==> src/rtl/mem_arbiter.sv <==
// Purpose : arbitrates one single-ported RAM between icache fetches and dcache loads/stores.
// Latency : a request seen in cycle N drives the RAM enables in cycle N+1; completion is the ACCESS cycle.
// Backpres: a requester stalls (wait=1) until its ACCESS cycle; the non-granted side always sees wait=1.
//
// Ports:
//   CLK, RST                   clock; synchronous active-high reset
//   iREN, iaddr                icache read request and word address
//   iwait, iload               icache stall (0 only on the completing cycle) and read data
//   dREN, dWEN, daddr, dstore  dcache read/write request, word address and write data
//   dwait, dload               dcache stall (0 only on the completing cycle) and read data
//   ramREN, ramWEN             RAM read/write enables
//   ramaddr, ramstore          RAM address and write data
//   ramload, ramstate          RAM read data and status (FREE/BUSY/ACCESS/ERROR)
//   merr                       sticky error flag, cleared only by RST
module mem_arbiter #(
  parameter int STARVE_MAX = 4
) (
  input  logic        CLK,
  input  logic        RST,
  input  logic        iREN,
  input  logic [31:0] iaddr,
  output logic        iwait,
  output logic [31:0] iload,
  input  logic        dREN,
  input  logic        dWEN,
  input  logic [31:0] daddr,
  input  logic [31:0] dstore,
  output logic        dwait,
  output logic [31:0] dload,
  output logic        ramREN,
  output logic        ramWEN,
  output logic [31:0] ramaddr,
  output logic [31:0] ramstore,
  input  logic [31:0] ramload,
  input  logic [1:0]  ramstate,
  output logic        merr
);

  // RAM status encoding
  localparam logic [1:0] RS_FREE   = 2'd0;
  localparam logic [1:0] RS_BUSY   = 2'd1;
  localparam logic [1:0] RS_ACCESS = 2'd2;
  localparam logic [1:0] RS_ERROR  = 2'd3;

  localparam logic [3:0] CNT_MAX = 4'(STARVE_MAX);

  typedef enum logic [1:0] {
    IDLE = 2'd0,
    IGNT = 2'd1,
    DGNT = 2'd2,
    ERR  = 2'd3
  } state_t;

  state_t     state, state_nxt;
  logic [3:0] cnt, cnt_nxt;
  logic       d_req;
  logic       ram_access;

  assign d_req      = dREN | dWEN;
  assign ram_access = (ramstate == RS_ACCESS);

  // Read data is a straight pass-through; the waits qualify it.
  assign iload = ramload;
  assign dload = ramload;

  always_ff @(posedge CLK) begin
    if (RST) begin
      state <= IDLE;
      cnt   <= 4'd0;
      merr  <= 1'b0;
    end else begin
      state <= state_nxt;
      cnt   <= cnt_nxt;
      if (state_nxt == ERR) begin
        merr <= 1'b1;
      end
    end
  end

  always_comb begin
    state_nxt = state;
    cnt_nxt   = cnt;
    iwait     = 1'b1;
    dwait     = 1'b1;
    ramREN    = 1'b0;
    ramWEN    = 1'b0;
    ramaddr   = 32'd0;
    ramstore  = 32'd0;

    case (state)
      IDLE: begin
        // dcache wins ties unless icache has already been passed over STARVE_MAX times
        if (d_req && !(iREN && (cnt == CNT_MAX))) begin
          state_nxt = DGNT;
        end else if (iREN) begin
          state_nxt = IGNT;
        end
      end

      DGNT: begin
        ramaddr  = daddr;
        ramstore = dstore;
        ramWEN   = dWEN;
        ramREN   = dREN & ~dWEN;   // dREN together with dWEN is a write
        if (ramstate == RS_ERROR) begin
          state_nxt = ERR;
        end else if (!d_req) begin
          // requester withdrew: abandon without completion, starvation count kept
          state_nxt = IDLE;
        end else if (ram_access) begin
          dwait     = 1'b0;
          state_nxt = IDLE;
          if (!iREN) begin
            cnt_nxt = 4'd0;
          end else if (cnt != CNT_MAX) begin
            cnt_nxt = cnt + 4'd1;
          end
        end
      end

      IGNT: begin
        ramaddr = iaddr;
        ramREN  = iREN;
        if (ramstate == RS_ERROR) begin
          state_nxt = ERR;
        end else if (!iREN) begin
          state_nxt = IDLE;
        end else if (ram_access) begin
          iwait     = 1'b0;
          state_nxt = IDLE;
          cnt_nxt   = 4'd0;
        end
      end

      default: begin
        // ERR: parked with everything quiet until reset
        state_nxt = ERR;
      end
    endcase

    // Reset drops the RAM enables in the same cycle and suppresses any completion.
    if (RST) begin
      iwait    = 1'b1;
      dwait    = 1'b1;
      ramREN   = 1'b0;
      ramWEN   = 1'b0;
      ramaddr  = 32'd0;
      ramstore = 32'd0;
    end
  end

endmodule

==> config.mk <==
export PLATFORM = sky130hd
export DESIGN_NAME = mem_arbiter
export DESIGN_NICKNAME = d
export VERILOG_FILES = /design/src/rtl/mem_arbiter.sv
export SDC_FILE = /design/constraint.sdc
export NUM_CORES = 1
export LEC_CHECK = 0
export ABC_CLOCK_PERIOD_IN_PS = 2400
export CORE_AREA = 2 2 105 107
export DETAILED_ROUTE_END_ITERATION = 6
export DIE_AREA = 0 0 107 109
export PLACE_DENSITY = 0.66
export SYNTH_ARGS = -nofsm -noshare
export SYNTH_HDL_FRONTEND = slang
export SYNTH_SLANG_ARGS = --single-unit
==> constraint.sdc <==
create_clock -name CLK -period 2.4 [get_ports CLK]
set_input_delay 0.48 -clock CLK [delete_from_list [all_inputs] [get_ports CLK]]
set_output_delay 0.48 -clock CLK [all_outputs]
set_load 0.02 [all_outputs]
==> results.py, run 1 <==
metrics = {
    "floorplan": {
        "die-area_sq_um": 11700,
        "die_w_microns": 107,
        "io_pins": 268,
        "initial_core_util_pct": 15.5,
        "fp.dieH_microns": 109,
        "row_count": 38,
        "coreArea_sq_um": 10600,
    },
    "clock_tree": {
        "clock-sinks": 7,
        "post_cts_buffers": 0,
        "cts-buffers-inserted": 3,
        "clkLatencyLatePin_ps": 230,
        "cts_htree_levels": 1,
        "path_clk_slew_ps": 40,
        "cts_root_buf": "clkbuf_8",
        "cts_tree": "yes",
        "clockBufferDepth": 2,
    },
    "min_path": {
        "min_path_type": "reg2reg",
        "min_to": "merr",
        "min_from": "merr",
        "hold_depth": 1,
    },
    "synthesis": {
        "synth-seq-cells": 7,
        "ys.warnings.count": 0,
        "synth_top_area_share_pct": 29.6,
        "avgSynthCellArea_sq_um": 6.81,
        "synth-seq-area-share_pct": 8.50,
        "netlist_area_sq_um": 1650,
        "syn_nets": 383,
        "synth_largest_area_cell": "buf_4",
        "synth_area_leaders": "buf_4, a22oi_1, and2_1",
        "ys_types": 33,
        "netlist_instances": 242,
    },
    "critical_path": {
        "worstSetupPathType": "in2out",
        "max_stage_delay_ps": 470,
        "r2r-end": "cnt[1]",
        "cp.arrival_ps": 1840,
        "r2r_setup_slack_ps": 280,
        "critPathSlowestCell": "clkdlybuf4s50_1",
        "rr_startpoint": "state[0]",
        "startpoint_type": "input pin",
        "reg2reg_depth": 7,
        "worstPathMaxFanout": 34,
        "path_cells": "clkdlybuf4s50_1, nor2b_2, buf_12, and2_1, dlygate4sd2_1",
        "crit_family": "buffers and inverters",
        "cp.buffers_inverters": 3,
        "critPathRequiredTime_ps": 1920,
        "end_kind": "output pin",
    },
    "power": {
        "power_density_nw_per_um2": 306,
        "p_total_w": 0.000953,
        "ir_drop_uv": 191,
        "p_leak_nw": 1.42,
    },
    "global_routing": {
        "grt_remaining_overflow": 0,
        "antenna_found_initial": 0,
        "grt_max_degree": 38,
        "grt_pass1_vias": 2042,
        "grtUsageTotal_pct": 11.4,
        "grt_first_pass_wirelength_microns": 10600,
    },
    "sta": {
        "fin_skew_ps": 1.82,
        "hold_ws_ps": 476,
        "finalMaxSlewViolations": 0,
        "fin_crit_sh_pct": 96.9,
        "tightest_slew_ps": 372,
        "fin_crit_ps": 2320,
        "setup_violations": 0,
        "finalHoldViolations": 0,
        "rsz0062_at_grt": "false",
        "clock.fmax_ghz": 0.430,
        "worst_slack_ps": 75.2,
        "relSlewSlack_pct": 74.9,
    },
    "cells_and_area": {
        "antennaDiodeCount": 0,
        "nFillCells": 1171,
        "seqCellArea_sq_um": 140,
        "syn2layout_area_growth_pct": 89.1,
        "nets": 495,
        "layoutNonFillerInstCount": 493,
        "final_layout_size_suffix_gt1_share_pct": 7.65,
        "multi_input_area_sq_um": 948,
    },
    "routing": {
        "wl_microns": 7370,
        "first_iter_violations": 118,
        "firstDrtPassIters": 4,
        "drc": 0,
        "vias_per_cell": 4.19,
        "wire_per_inst_microns": 14.9,
        "ant_nets": 0,
        "num_vias": 2066,
    },
    "place": {
        "port-buffer-count": 171,
        "dp_hpwl_microns": 5880,
        "dp_cells": 489,
        "gp_congestion": 0.812,
        "pre_cts_slack_ps": -224,
    },
    "run": {
        "cap_violations": 0,
    },
    "run_status": {
        "status": "complete, no violations",
    },
}
[final cells by class]
class | instances | share of cell area [%]
clock buffer | 4 | 1.45
inverter | 6 | 0.723
multi-input combinational | 150 | 30.4
sequential | 7 | 4.50
tap | 140 | 5.62
timing repair buffer | 186 | 57.3
[synth_stat cells]
master     count
or3_1          3
a21oi_1        4
a221o_1        1
o21ai_0        4
or3_4          1
nand2b_1       3
nor3b_1        1
a21boi_0       1
ha_1           6
nor2_1        37
and2_1        33
a31oi_1        1
dfxtp_1        7
o311a_1        1
buf_4         65
or2_2          2
nor2b_1        4
clkbuf_1      13
or4_1          1
inv_1          6
or4b_1         1
a211oi_1       1
nand3_1        3
nand2_1        2
a32o_1         1
a31o_2         2
nor3_1         1
o2bb2ai_1      1
nand3b_1       1
mux2i_1        1
nand4b_1       1
a22oi_1       32
buf_2          1
[repair_timing]
item | 4_1_cts | 5_1_grt
resized for setup | 68 | 8
endpoints found under the setup margin | 68 | 22
hold buffers | 0 | 0
[cells in the final DEF, fill, tap and decap left out, types with 2 or more instances in the layout]
master           count
dlygate4sd2_1       63
clkbuf_8             3
ha_1                 6
o21ai_0              4
a31o_2               2
a22oi_1             32
clkbuf_2             2
or2_2                2
and2_1              33
inv_1                6
clkdlybuf4s15_1      3
nand2b_1             3
clkdlybuf4s50_1    103
nor2_1              37
nand3_1              3
nor2b_1              3
buf_12               4
a21oi_1              4
or3_1                3
buf_4               11
dfxtp_1              7
[worst max path at each step]
stage / start / to / slack [ps] / depth (start not counted)
after global routing: RST / ramstore[28] / 10 / 5
after CTS: RST / ramaddr[19] / 50 / 6
after floorplan: state[0] / ramstore[22] / 450 / 6
after global placement: RST / ramaddr[19] / -180 / 6
after detailed placement: RST / ramaddr[19] / -220 / 6
final: RST / ramstore[28] / 80 / 5
[power breakdown]
group | leakage, nW | switching [W] | internal (W)
combinational | 1.34 | 0.000315 | 0.000341
sequential | 0.0570 | 0.00000601 | 0.000125
clock | 0.0228 | 0.0000504 | 0.000115
total | 1.42 | 0.000372 | 0.000581
[routing by layer]
metal,global-route usage [%],wire (microns)
met2,20.5,3650
met1,13.0,2860
met4,4.17,200
met3,2.87,659
met5,0,0
[through the flow]
step | util (%) | area, sq um | setup TNS, ps
floorplan | - | 1650 | 0
global placement | 29.8 | 3160 | -9590
detailed placement | 29.8 | 3160 | -11350
CTS | 29.4 | 3120 | 0
global route | 29.4 | 3120 | 0
finish | 29.4 | 3120 | 0
[registers in the layout, summed over array words and instances, names as in the netlist]
signal	count
merr	1
cnt	4
state	2
[cell families (layout without fill, tap and decap cells)]
logic type | Yosys count | after routing | synth area share, %
compound gates | 49 | 49 | 21.7
fa+ha+maj | 6 | 6 | 4.56
buf+inv | 85 | 196 | 34.2
flops | 7 | 7 | 8.50
mux | 1 | 1 | 0.607
simple gates | 94 | 94 | 30.4
(Power assumes the default switching activity.)
==> run 2, diff against run 1 <==
--- a/config.mk
+++ b/config.mk
@@ -5,11 +5,12 @@
 export SDC_FILE = /design/constraint.sdc
 export NUM_CORES = 1
 export LEC_CHECK = 0
-export ABC_CLOCK_PERIOD_IN_PS = 2400
 export CORE_AREA = 2 2 105 107
+export CTS_CLUSTER_SIZE = 28
 export DETAILED_ROUTE_END_ITERATION = 6
 export DIE_AREA = 0 0 107 109
 export PLACE_DENSITY = 0.66
 export SYNTH_ARGS = -nofsm -noshare
 export SYNTH_HDL_FRONTEND = slang
 export SYNTH_SLANG_ARGS = --single-unit
+export TNS_END_PERCENT = 1
==> results.py, run 2 (synthesis gave the netlist of run 1 again) <==
metrics = {
    "global_routing": {
        "antenna_found_initial": 0,
        "grtUsageTotal_pct": 11.4,
        "grt_max_degree": 38,
        "grt_first_pass_wirelength_microns": 10600,
        "grt_remaining_overflow": 0,
        "grt_pass1_vias": 2042,
    },
    "routing": {
        "first_iter_violations": 100,
        "wl_microns": 7380,
        "wire_per_inst_microns": 15.0,
        "drc": 0,
        "vias_per_cell": 4.21,
        "num_vias": 2075,
        "firstDrtPassIters": 4,
        "ant_nets": 0,
    },
    "sta": {
        "fin_crit_sh_pct": 96.9,
        "finalHoldViolations": 0,
        "setup_violations": 0,
        "finalMaxSlewViolations": 0,
        "worst_slack_ps": 75.2,
        "rsz0062_at_grt": "false",
        "clock.fmax_ghz": 0.430,
        "relSlewSlack_pct": 74.9,
        "tightest_slew_ps": 372,
        "fin_crit_ps": 2320,
        "fin_skew_ps": 1.82,
        "tns_ps": 0,
    },
    "place": {
        "dp_cells": 489,
        "gp_congestion": 0.812,
        "dpl-instance-area_sq_um": 3160,
        "port-buffer-count": 171,
        "pre_cts_slack_ps": -224,
        "dp_hpwl_microns": 5880,
    },
    "power": {
        "comb_power_share_pct": 68.9,
        "power_density_nw_per_um2": 305,
        "p_sw_w": 0.000373,
        "seqPwrFrac_pct": 13.8,
        "p_leak_nw": 1.42,
        "power.share.switching_pct": 39.1,
        "ir_drop_uv": 192,
        "clkPwrFrac_pct": 17.3,
        "internal_power_w": 0.000582,
    },
    "cells_and_area": {
        "layoutNonFillerInstCount": 493,
        "regMostFlops": "cnt",
        "final_util_pct": 29.5,
        "layout_common_cells": "clkdlybuf4s50_1, dlygate4sd2_1, nor2_1, and2_1, a22oi_1",
        "layout_commonest_cell": "clkdlybuf4s50_1",
        "nets": 495,
        "largestRegisters": "cnt x4, state x2, merr x1",
        "antennaDiodeCount": 0,
        "largest_register_ffs": 4,
        "final_area_sq_um": 3130,
        "syn2layout_area_growth_pct": 89.7,
        "final_layout_size_suffix_gt1_share_pct": 7.08,
    },
    "run": {
        "cap_violations": 0,
    },
    "min_path": {
        "min_to": "merr",
        "min_from": "merr",
        "min_path_type": "reg2reg",
        "hold_depth": 1,
    },
    "clock_tree": {
        "cts_tree": "yes",
        "clockBufferDepth": 2,
        "cts-buffers-inserted": 3,
        "clkLatencyLatePin_ps": 230,
        "path_clk_slew_ps": 40,
        "clock-sinks": 7,
        "cts_htree_levels": 1,
        "cts_hold_buffers": 0,
        "cts_root_buf": "clkbuf_8",
        "post_cts_buffers": 0,
    },
    "floorplan": {
        "fp.dieH_microns": 109,
        "initial_core_util_pct": 15.5,
        "coreArea_sq_um": 10600,
        "row_count": 38,
        "io_pins": 268,
        "die-area_sq_um": 11700,
        "die_w_microns": 107,
    },
    "run_status": {
        "status": "complete, no violations",
    },
    "critical_path": {
        "end_kind": "output pin",
        "r2r_setup_slack_ps": 280,
        "cp.arrival_ps": 1840,
        "startpoint_type": "input pin",
        "rr_startpoint": "state[0]",
        "critPathRequiredTime_ps": 1920,
        "reg2reg_depth": 7,
        "worstSetupPathType": "in2out",
        "r2r-end": "cnt[1]",
        "worstPathMaxFanout": 34,
    },
}
[run 2: cell count changes in the layout (fill, tap and decap cells not counted), sizes merged]
cell / change
clkbuf: -2
clkdlybuf4s15: +1
dlygate4sd2: +1
[run 2: what timing repair did]
item | in CTS | in global routing
setup endpoints to repair | 68 | 22
pin swaps | 0 | 0
gates resized for setup | 68 | 5
endpoints found under the hold margin | 0 | 0
[run 2: per-stage QoR]
stage | power (W) | hold slack, ps
4_1_cts | 0.000961 | 482
5_1_grt | 0.00102 | 490
6_report | 0.000954 | 476
3_3_place_gp | 0.000828 | 479
2_1_floorplan | 0.000587 | 480
3_5_place_dp | 0.000832 | 472
[run 2: worst max-delay path by stage]
| stage | start | endpoint | slack (ps) | cells past startpoint |
|---|---|---|---|---|
| 6_report | RST | ramstore[28] | 80 | 5 |
| 5_1_grt | RST | ramstore[28] | 10 | 5 |
| 4_1_cts | RST | ramaddr[19] | 50 | 6 |
| 3_5_place_dp | RST | ramaddr[19] | -220 | 6 |
| 3_3_place_gp | RST | ramaddr[19] | -180 | 6 |
| 2_1_floorplan | state[0] | ramstore[22] | 450 | 6 |
[run 2: area by class of cell]
class | count | area [sq um]
Inverter | 6 | 22.5
Multi-Input combinational cell | 150 | 948
Clock buffer | 4 | 45.0
Sequential cell | 7 | 140
Timing Repair Buffer | 186 | 1790
Tap cell | 140 | 175
Fill cell | 1170 | 7480
[run 2: power by group through the flow]
| stage | Sequential (W) | Combinational [W] | Clock (W) |
|---|---|---|---|
| final | 0.000131 | 0.000658 | 0.000165 |
| after detailed placement | 0.000133 | 0.000698 | 0 |
| after global placement | 0.000133 | 0.000695 | 0 |
| after CTS | 0.000132 | 0.000659 | 0.000170 |
| after global routing | 0.000132 | 0.000712 | 0.000179 |
| after floorplan | 0.000136 | 0.000451 | 0 |
[run 2: per-layer routing]
layer / global-route usage [%] / up-vias / wire [microns]
li1: - / 976 / -
met1: 13.0 / 964 / 2870
met2: 20.5 / 112 / 3660
met3: 2.87 / 23 / 658
met4: 4.17 / 0 / 200
met5: 0 / - / 0
[run 2: worst max-delay path: stages]
cell and delay (ps):
clkdlybuf4s50_1 470, nor2b_2 180, buf_12 180, and2_1 190
dlygate4sd2_1 350
==> run 3, diff against run 2 <==
--- a/config.mk
+++ b/config.mk
@@ -10,6 +10,7 @@
 export DETAILED_ROUTE_END_ITERATION = 6
 export DIE_AREA = 0 0 107 109
 export PLACE_DENSITY = 0.66
+export SETUP_SLACK_MARGIN = 0.1
 export SYNTH_ARGS = -nofsm -noshare
 export SYNTH_HDL_FRONTEND = slang
 export SYNTH_SLANG_ARGS = --single-unit
==> results.py, run 3 (synthesis gave the netlist of run 1 again) <==
metrics = {
    "clock_tree": {
        "cts-buffers-inserted": 3,
        "clockBufferDepth": 2,
        "path_clk_slew_ps": 40,
        "clock-sinks": 7,
        "cts_hold_buffers": 0,
        "cts_root_buf": "clkbuf_8",
        "post_cts_buffers": 0,
        "cts_htree_levels": 1,
        "cts_tree": "yes",
        "clkLatencyLatePin_ps": 230,
    },
    "critical_path": {
        "r2r_setup_slack_ps": 270,
        "cp.arrival_ps": 1790,
        "critPathRequiredTime_ps": 1920,
        "reg2reg_depth": 7,
        "worstPathMaxFanout": 3,
        "rr_startpoint": "state[0]",
        "r2r-end": "cnt[1]",
        "startpoint_type": "input pin",
        "end_kind": "output pin",
        "worstSetupPathType": "in2out",
    },
    "floorplan": {
        "coreArea_sq_um": 10600,
        "row_count": 38,
        "io_pins": 268,
        "die-area_sq_um": 11700,
        "fp.dieH_microns": 109,
        "die_w_microns": 107,
        "initial_core_util_pct": 15.5,
    },
    "cells_and_area": {
        "antennaDiodeCount": 0,
        "syn2layout_area_growth_pct": 89.3,
        "nFillCells": 1171,
        "largestRegisters": "cnt x4, state x2, merr x1",
        "final_layout_size_suffix_gt1_share_pct": 6.80,
        "layoutNonFillerInstCount": 493,
        "layout_common_cells": "clkdlybuf4s50_1, dlygate4sd2_1, nor2_1, and2_1, a22oi_1",
        "regMostFlops": "cnt",
        "nets": 495,
        "layout_commonest_cell": "clkdlybuf4s50_1",
        "largest_register_ffs": 4,
        "final_util_pct": 29.4,
    },
    "sta": {
        "setup_violations": 0,
        "fin_skew_ps": 1.82,
        "fin_crit_sh_pct": 94.5,
        "finalMaxSlewViolations": 0,
        "clock.fmax_ghz": 0.441,
        "relSlewSlack_pct": 74.9,
        "fin_crit_ps": 2270,
        "rsz0062_at_grt": "true",
        "tightest_slew_ps": 372,
        "finalHoldViolations": 0,
    },
    "global_routing": {
        "grt_pass1_vias": 2041,
        "grt_remaining_overflow": 0,
        "grt_max_degree": 38,
        "antenna_found_initial": 0,
        "grtUsageTotal_pct": 11.4,
        "grt_first_pass_wirelength_microns": 10600,
    },
    "place": {
        "gp_congestion": 0.812,
        "dp_hpwl_microns": 5880,
        "dp_cells": 489,
        "port-buffer-count": 171,
    },
    "power": {
        "ir_drop_uv": 207,
        "power_density_nw_per_um2": 305,
        "p_leak_nw": 1.44,
        "p_total_w": 0.000951,
    },
    "routing": {
        "first_iter_violations": 99,
        "wl_microns": 7390,
        "drc": 0,
        "ant_nets": 0,
        "wire_per_inst_microns": 15.0,
        "firstDrtPassIters": 4,
        "num_vias": 2058,
        "vias_per_cell": 4.17,
    },
    "min_path": {
        "min_path_type": "reg2reg",
        "min_to": "merr",
        "min_from": "merr",
        "hold_depth": 1,
    },
    "run": {
        "cap_violations": 0,
    },
    "run_status": {
        "status": "complete, no violations",
    },
}
run 3: cell count changes in the layout (fill, tap and decap cells not counted):
| cell | change |
|---|---|
| dlygate4sd2_1 | +3 |
| clkdlybuf4s15_1 | -2 |
| clkdlybuf4s50_1 | -1 |
| nand2_2 | -1 |
| nand2_1 | +1 |
run 3: repair_timing:
item / in CTS / in global routing
setup endpoints to repair: 68 / 14
gates cloned: 0 / 0
gates resized for setup: 70 / 1
run 3: worst max-delay path: stages:
cell and delay [ps]:
clkdlybuf4s50_1 500, nand2_1 110, or3_1 390, clkdlybuf4s15_1 300
run 3: layout make-up:
| cell class | count | area (sq um) | share of cell area (%) |
|---|---|---|---|
| well taps | 140 | 175 | 5.62 |
| inverters | 6 | 22.5 | 0.722 |
| clock buffers | 4 | 45.0 | 1.44 |
| multi-input cells | 150 | 946 | 30.3 |
| repair buffers | 186 | 1790 | 57.4 |
| flip-flops and latches | 7 | 140 | 4.49 |
run 3: how the worst max path moves through the flow:
stage / to / slack (ps) / start
finish: iwait / 130 / iREN
global route: ramstore[29] / 70 / state[0]
CTS: iwait / 110 / iREN
detailed placement: ramaddr[19] / -220 / RST
global placement: ramaddr[19] / -180 / RST
floorplan: ramstore[22] / 450 / state[0]
run 3: power by group:
group / total (W) / switching (W) / internal, W
Combinational: 0.000654 / 0.000315 / 0.000339
Sequential: 0.000131 / 0.00000602 / 0.000125
Clock: 0.000165 / 0.0000504 / 0.000115
Total: 0.000951 / 0.000371 / 0.000580
run 3: metrics by stage:
step / worst slack, ps / setup TNS (ps) / hold WS [ps] / area [sq um]
2_1_floorplan: 446 / 0 / 480 / 1650
5_1_grt: 72.5 / 0 / 490 / 3120
3_5_place_dp: -224 / -11350 / 472 / 3160
4_1_cts: 110 / 0 / 482 / 3120
3_3_place_gp: -183 / -9590 / 479 / 3160
6_report: 131 / 0 / 476 / 3120
run 3: layer usage:
| layer | GRT usage [%] | wire length, microns |
|---|---|---|
| met1 | 13.0 | 2880 |
| met2 | 20.5 | 3650 |
| met3 | 2.87 | 655 |
| met4 | 4.17 | 200 |
| met5 | 0 | 0 |
